<file path="src/rtl/mult_sched_if.sv">
// Request/result bundle between the register-bus front end and the shared
// multiplier scheduler. The front end is the master; the scheduler is the slave.
interface mult_sched_if #(
  parameter int OPW  = 24,
  parameter int CNTW = 16
);
  logic            req0;
  logic [OPW-1:0]  a1_0;
  logic [OPW-1:0]  a2_0;
  logic            req1;
  logic [OPW-1:0]  a1_1;
  logic [OPW-1:0]  a2_1;
  logic            done0;
  logic            done1;
  logic [31:0]     res_w;
  logic [5:0]      res_l;
  logic [1:0]      res_b;
  logic            res_id;
  logic            busy;
  logic [CNTW-1:0] op_count;

  modport master (
    output req0, a1_0, a2_0, req1, a1_1, a2_1,
    input  done0, done1, res_w, res_l, res_b, res_id, busy, op_count
  );

  modport slave (
    input  req0, a1_0, a2_0, req1, a1_1, a2_1,
    output done0, done1, res_w, res_l, res_b, res_id, busy, op_count
  );
endinterface

</file>
<file path="src/rtl/mult_sched.sv">
// Two-channel round-robin scheduler around one serial OPW x OPW shift-add
// multiplier; posts the low product word, its popcount and status per grant.
module mult_sched #(
  parameter int OPW  = 24,
  parameter int CNTW = 16
) (
  input  logic        clk,
  input  logic        reset,
  mult_sched_if.slave bus
);
  localparam int ACCW  = 2 * OPW;
  localparam int STEPW = $clog2(OPW);

  typedef enum logic [1:0] {S_IDLE, S_MULT, S_POP, S_DONE} state_t;

  state_t          state_q, state_d;
  logic [STEPW-1:0] step_q, step_d;
  logic [OPW-1:0]  a1_q, a1_d;
  logic [OPW-1:0]  a2_q, a2_d;
  logic [ACCW-1:0] acc_q, acc_d;
  logic            id_q, id_d;
  logic            last_q, last_d;
  logic [31:0]     res_w_q, res_w_d;
  logic [5:0]      res_l_q, res_l_d;
  logic            valid_q, valid_d;
  logic            res_id_q, res_id_d;
  logic            done0_q, done0_d;
  logic            done1_q, done1_d;
  logic [CNTW-1:0] op_count_q, op_count_d;
  logic            grant_vld;
  logic            grant_ch;
  logic            step_last;

  function automatic logic [5:0] popcount32(input logic [31:0] v);
    logic [5:0] n;
    n = '0;
    for (int i = 0; i < 32; i++) n = n + 6'(v[i]);
    return n;
  endfunction

  // On a tie the channel not served last wins; a lone request always wins.
  assign grant_vld = bus.req0 | bus.req1;
  assign grant_ch  = (bus.req0 && bus.req1) ? ~last_q : bus.req1;
  assign step_last = (step_q == STEPW'(OPW - 1));

  always_ff @(posedge clk) begin
    if (reset) state_q <= S_IDLE;
    else       state_q <= state_d;
  end

  always_comb begin
    state_d = state_q;
    case (state_q)
      S_IDLE:  if (grant_vld) state_d = S_MULT;
      S_MULT:  if (step_last) state_d = S_POP;
      S_POP:   state_d = S_DONE;
      S_DONE:  state_d = S_IDLE;
      default: state_d = S_IDLE;
    endcase
  end

  always_comb begin
    bus.busy     = (state_q != S_IDLE);
    bus.done0    = done0_q;
    bus.done1    = done1_q;
    bus.res_w    = res_w_q;
    bus.res_l    = res_l_q;
    bus.res_b    = {state_q == S_IDLE, valid_q};
    bus.res_id   = res_id_q;
    bus.op_count = op_count_q;
  end

  always_comb begin
    step_d     = step_q;
    a1_d       = a1_q;
    a2_d       = a2_q;
    acc_d      = acc_q;
    id_d       = id_q;
    last_d     = last_q;
    res_w_d    = res_w_q;
    res_l_d    = res_l_q;
    valid_d    = valid_q;
    res_id_d   = res_id_q;
    op_count_d = op_count_q;
    done0_d    = 1'b0;
    done1_d    = 1'b0;
    case (state_q)
      S_IDLE: begin
        if (grant_vld) begin
          a1_d   = grant_ch ? bus.a1_1 : bus.a1_0;
          a2_d   = grant_ch ? bus.a2_1 : bus.a2_0;
          id_d   = grant_ch;
          acc_d  = '0;
          step_d = '0;
        end
      end
      S_MULT: begin
        if (a2_q[step_q]) acc_d = acc_q + (ACCW'(a1_q) << step_q);
        step_d = step_q + STEPW'(1);
      end
      S_POP: begin
        res_w_d    = acc_q[31:0];
        res_l_d    = popcount32(acc_q[31:0]);
        valid_d    = (acc_q[ACCW-1:32] == '0);
        res_id_d   = id_q;
        done0_d    = ~id_q;
        done1_d    = id_q;
        op_count_d = op_count_q + CNTW'(1);
        last_d     = id_q;
      end
      default: ;
    endcase
  end

  // Operand/accumulator path is not reset: it is reloaded on every grant.
  always_ff @(posedge clk) begin
    step_q <= step_d;
    a1_q   <= a1_d;
    a2_q   <= a2_d;
    acc_q  <= acc_d;
    id_q   <= id_d;
  end

  always_ff @(posedge clk) begin
    if (reset) begin
      last_q     <= 1'b1;
      res_w_q    <= '0;
      res_l_q    <= '0;
      valid_q    <= 1'b0;
      res_id_q   <= 1'b0;
      done0_q    <= 1'b0;
      done1_q    <= 1'b0;
      op_count_q <= '0;
    end else begin
      last_q     <= last_d;
      res_w_q    <= res_w_d;
      res_l_q    <= res_l_d;
      valid_q    <= valid_d;
      res_id_q   <= res_id_d;
      done0_q    <= done0_d;
      done1_q    <= done1_d;
      op_count_q <= op_count_d;
    end
  end
endmodule

</file>
<file path="src/flat_wrapper.sv">
// flat-port wrapper written by rule: the top's interface ports become plain ports
module mult_sched_flat 
#(
  parameter int OPW  = 24,
  parameter int CNTW = 16
)
  (clk, reset, bus_req0, bus_a1_0, bus_a2_0, bus_req1, bus_a1_1, bus_a2_1, bus_done0, bus_done1, bus_res_w, bus_res_l, bus_res_b, bus_res_id, bus_busy, bus_op_count);
  mult_sched_if #(.OPW(OPW), .CNTW(CNTW)) bus_i ();
  input  logic clk;
  input  logic reset;
  input wire logic [$bits(bus_i.req0)-1:0] bus_req0;
  input wire logic [$bits(bus_i.a1_0)-1:0] bus_a1_0;
  input wire logic [$bits(bus_i.a2_0)-1:0] bus_a2_0;
  input wire logic [$bits(bus_i.req1)-1:0] bus_req1;
  input wire logic [$bits(bus_i.a1_1)-1:0] bus_a1_1;
  input wire logic [$bits(bus_i.a2_1)-1:0] bus_a2_1;
  output wire logic [$bits(bus_i.done0)-1:0] bus_done0;
  output wire logic [$bits(bus_i.done1)-1:0] bus_done1;
  output wire logic [$bits(bus_i.res_w)-1:0] bus_res_w;
  output wire logic [$bits(bus_i.res_l)-1:0] bus_res_l;
  output wire logic [$bits(bus_i.res_b)-1:0] bus_res_b;
  output wire logic [$bits(bus_i.res_id)-1:0] bus_res_id;
  output wire logic [$bits(bus_i.busy)-1:0] bus_busy;
  output wire logic [$bits(bus_i.op_count)-1:0] bus_op_count;
  assign bus_i.req0 = bus_req0;
  assign bus_i.a1_0 = bus_a1_0;
  assign bus_i.a2_0 = bus_a2_0;
  assign bus_i.req1 = bus_req1;
  assign bus_i.a1_1 = bus_a1_1;
  assign bus_i.a2_1 = bus_a2_1;
  assign bus_done0 = bus_i.done0;
  assign bus_done1 = bus_i.done1;
  assign bus_res_w = bus_i.res_w;
  assign bus_res_l = bus_i.res_l;
  assign bus_res_b = bus_i.res_b;
  assign bus_res_id = bus_i.res_id;
  assign bus_busy = bus_i.busy;
  assign bus_op_count = bus_i.op_count;
  mult_sched #(.OPW(OPW), .CNTW(CNTW)) u_core (.clk(clk), .reset(reset), .bus(bus_i));
endmodule
</file>
<file path="config.mk">
export PLATFORM = sky130hd
export DESIGN_NAME = mult_sched_flat
export DESIGN_NICKNAME = d
export VERILOG_FILES = /design/src/rtl/mult_sched_if.sv /design/src/rtl/mult_sched.sv /design/src/flat_wrapper.sv
export SDC_FILE = /design/constraint.sdc
export NUM_CORES = 1
export LEC_CHECK = 0
export BUFFER_PORTS_ARGS = -buffer_cell sky130_fd_sc_hd__buf_4
export CAP_MARGIN = 10
export CORE_MARGIN = 3
export CORE_UTILIZATION = 58
export CTS_CLUSTER_SIZE = 16
export DETAILED_ROUTE_END_ITERATION = 10
export PLACE_DENSITY = 0.89
export SLEW_MARGIN = 20
export SYNTH_ARGS = -nofsm -noshare
export SYNTH_HDL_FRONTEND = slang
export SYNTH_SLANG_ARGS = --single-unit
</file>
<file path="constraint.sdc">
create_clock -name clk -period 11.1 [get_ports clk]
set_input_delay 2.22 -clock clk [delete_from_list [all_inputs] [get_ports clk]]
set_output_delay 2.22 -clock clk [all_outputs]
set_load 0.005 [all_outputs]
</file>
==> impl_metrics.csv <==
group,metric,value,unit
outcome,status,"completed",
logic_synthesis,synth_xor_xnor_area_share,0.03535,
cts,post_cts_buffers,0,
cts,tritoncts,"built",
drt,route.detailed.drc,0,
logic_synthesis,synth_top_area_frac,0.2630,
logic_synthesis,ys_warn_count,0,
cts,root_buffer,"clkbuf_16",
hold_path,hold_path_end,"u_core.bus.done0",
timing,slew_viol_final,0,
worst_setup_path,crit_cells,16,
worst_setup_path,r2r_slack,5800,ps
logic_synthesis,muxShareOfSynthArea,0.1549,
cts,cts_sinks,163,
timing,setup_viol,0,
logic_synthesis,synthDistinctLibCells,72,
cells_and_area,finalNetCount,1503,
drt,drtIter0Drc,891,
worst_setup_path,path_class,"register to register",
logic_synthesis,synth.avg_cell_area,9.688,µm²
logic_synthesis,netlist_area,11640,µm²
hold_path,hp-start,"u_core.id_q",
logic_synthesis,synth_most_common_cell,"nor2_1",
hold_path,worstHoldPathType,"register to register",
timing,post-route-period-util,0.4772,
worst_setup_path,path_buf_inv,2,
die,die_height,147.7,µm
logic_synthesis,async_flop_share,0,
cells_and_area,postLayoutCellArea,13530,µm²
drt,postRouteAntennaNets,0,
placement,placed_area,12950,µm²
logic_synthesis,yosysSeqAreaShare,0.3679,
cts,clockBufferDepth,2,
worst_setup_path,crit_family,"adder cells",
cts,cts_buffers,17,
drt,wl_per_cell,18.84,µm
timing,min_period,5297,ps
worst_setup_path,crit_chain,"ha_1 -> inv_1 -> fa_1 -> fa_1 -> fa_1 -> fa_1 -> fa_1 -> fa_1 -> fa_1 -> inv_1 -> fa_1 -> a21o_1 -> a21oi_1 -> xnor2_1 -> mux2i_1 -> nor2_1",
cells_and_area,fillCellCount,1472,
hold_path,hold_depth,1,
global_route,antenna_found_initial,0,
worst_setup_path,r2r_start,"u_core.acc_q[1]",
worst_setup_path,setup.worst_path.start_class,"register",
cts,clkTransAtPathRegs,70,ps
global_route,gr-usage-all-layers,0.2782,
logic_synthesis,ys_ff_latch,163,
logic_synthesis,synth_top_family_by_area,"multiplexers",
timing,worst_pin_slew,764.0,ps
cells_and_area,seq_area,4284,µm²
die,rows,51,
cts,worstSkewPairLatency,440,ps
worst_setup_path,cpMostUsedCell,"fa_1",
timing,finClkSkew,13.16,ps
timing,grt_setup_unrepaired,"no",
worst_setup_path,path_max_fanout,4,
drt,vias_per_cell,6.076,
placement,hpwl,22.73,mm
logic_synthesis,synth_compound_area_frac,0.1338,
die,initial_core_util,0.5944,
worst_setup_path,rr_worst_depth,16,
logic_synthesis,synth-edff-count,102,
cells_and_area,antennaDiodeCount,0,
die,num_io_pins,160,
placement,portBuffers,159,
placement,place.gp.congestion,0.9877,
drt,wirelength,30.07,mm
global_route,grt_pass1_vias,9441,
worst_setup_path,cp_data_arrival_time,5600,ps
global_route,grt_overflow,0,
global_route,grt_pass1_wl,48.44,mm
die,die_x,147.7,µm
cells_and_area,final_layout_size_suffix_gt1_frac,0.2329,
global_route,grt_max_degree,62,
logic_synthesis,synth-adder-area-share,0.1074,
cts,cts_resized,0,
drt,dr.pass1.iters,5,
logic_synthesis,synth_nets,1387,
logic_synthesis,yosys.area_share.simple,0.1502,
timing,hold_violations,0,
logic_synthesis,synth_top_area_cell,"edfxtp_1",
cts,holdBufCountCts,0,
cells_and_area,area_growth,16.22,%
worst_setup_path,cpPeakStageDelay,560,ps
logic_synthesis,syn_inst,1202,
worst_setup_path,slowest_stage,"fa_1",
placement,post-place-ws,5850,ps
logic_synthesis,synth_top_flop_cell,"edfxtp_1",
logic_synthesis,synth_area_leaders,"edfxtp_1 26%, dfxtp_1 10%, ha_1 6.4%",
timing,slew_headroom,0.4907,
timing,tns,0,ps
cts,htreeDepth,4,
drt,num_vias,9697,
die,dieArea,21810,µm²
worst_setup_path,crit_start,"u_core.acc_q[1]",
logic_synthesis,synthTopCellsByCount,"141 x nor2_1, 102 x edfxtp_1, 79 x nand2_1",
flow_run,cap_viol_max_count,0,
cells_and_area,multi_input_area,6803,µm²
worst_setup_path,cp-end-kind,"register",
die,core_area,19590,µm²
timing,fmax,0.1888,GHz
timing,layout_setup_ws,5803,ps
worst_setup_path,r2r-end,"u_core.bus.res_l[4]",
worst_setup_path,required,11410,ps
worst max path at each step:
stage                          endpoint
floorplan               u_core.acc_q[0]
global placement    u_core.bus.res_l[4]
detailed placement  u_core.bus.res_l[4]
CTS                 u_core.bus.res_l[4]
global route        u_core.bus.res_l[4]
finish              u_core.bus.res_l[4]
placed cells by master, fill, tap and decap left out, types with 49 or more instances in the layout:
cell and count:
buf_4 169, o21ai_0 49, edfxtp_1 102, inv_1 67, ha_1 59, mux2i_1 70, a21oi_1 75, dfxtp_1 61
mux2_2 66, nor2_1 140, nand2_1 79
per-stage QoR:
step,utilization,instances,hold WS (ps)
after CTS,0.6901,1595,443.6
final,0.6909,1596,441.4
after global placement,0.6610,1563,429.8
after floorplan,-,1202,416.8
after global routing,0.6909,1596,470.0
after detailed placement,0.6610,1563,433.0
area by class of cell:
cell class / instances / share of cell area
Timing Repair Buffer: 170 / 0.09485
Sequential cell: 163 / 0.3165
Inverter: 70 / 0.01941
Clock buffer: 20 / 0.03384
Tap cell: 265 / 0.02450
Clock inverter: 12 / 0.008228
Multi-Input combinational cell: 896 / 0.5026
sequential cells by signal, indices dropped and copies added (netlist names), 2 cells and up:
signal and cells:
u_core.acc_q 48, u_core.bus.res_w 32, u_core.a1_q 24, u_core.a2_q 24
u_core.bus.op_count 16, u_core.bus.res_l 6, u_core.step_q 5, u_core.state_q 2
cell families (layout without fill, tap and decap cells):
kind of cell,count (synthesis),in the layout
compound gates,241,241
xor+xnor,47,47
fa+ha+maj,85,85
buf+inv,143,272
flops,163,163
mux,152,152
simple gates,371,371
metal layers:
metal  wire length [µm]  vias to the layer above  global-route usage
met4                905                        0             0.09786
met2              14810                      442              0.4712
li1                   -                     4561                   -
met1              12370                     4631              0.3657
met5                  0                        -                   0
met3               1988                       63             0.04323
Power is left out: the tool's default activity adds up to more than one toggle a clock period on the data nets, which glitch-free logic cannot reach.
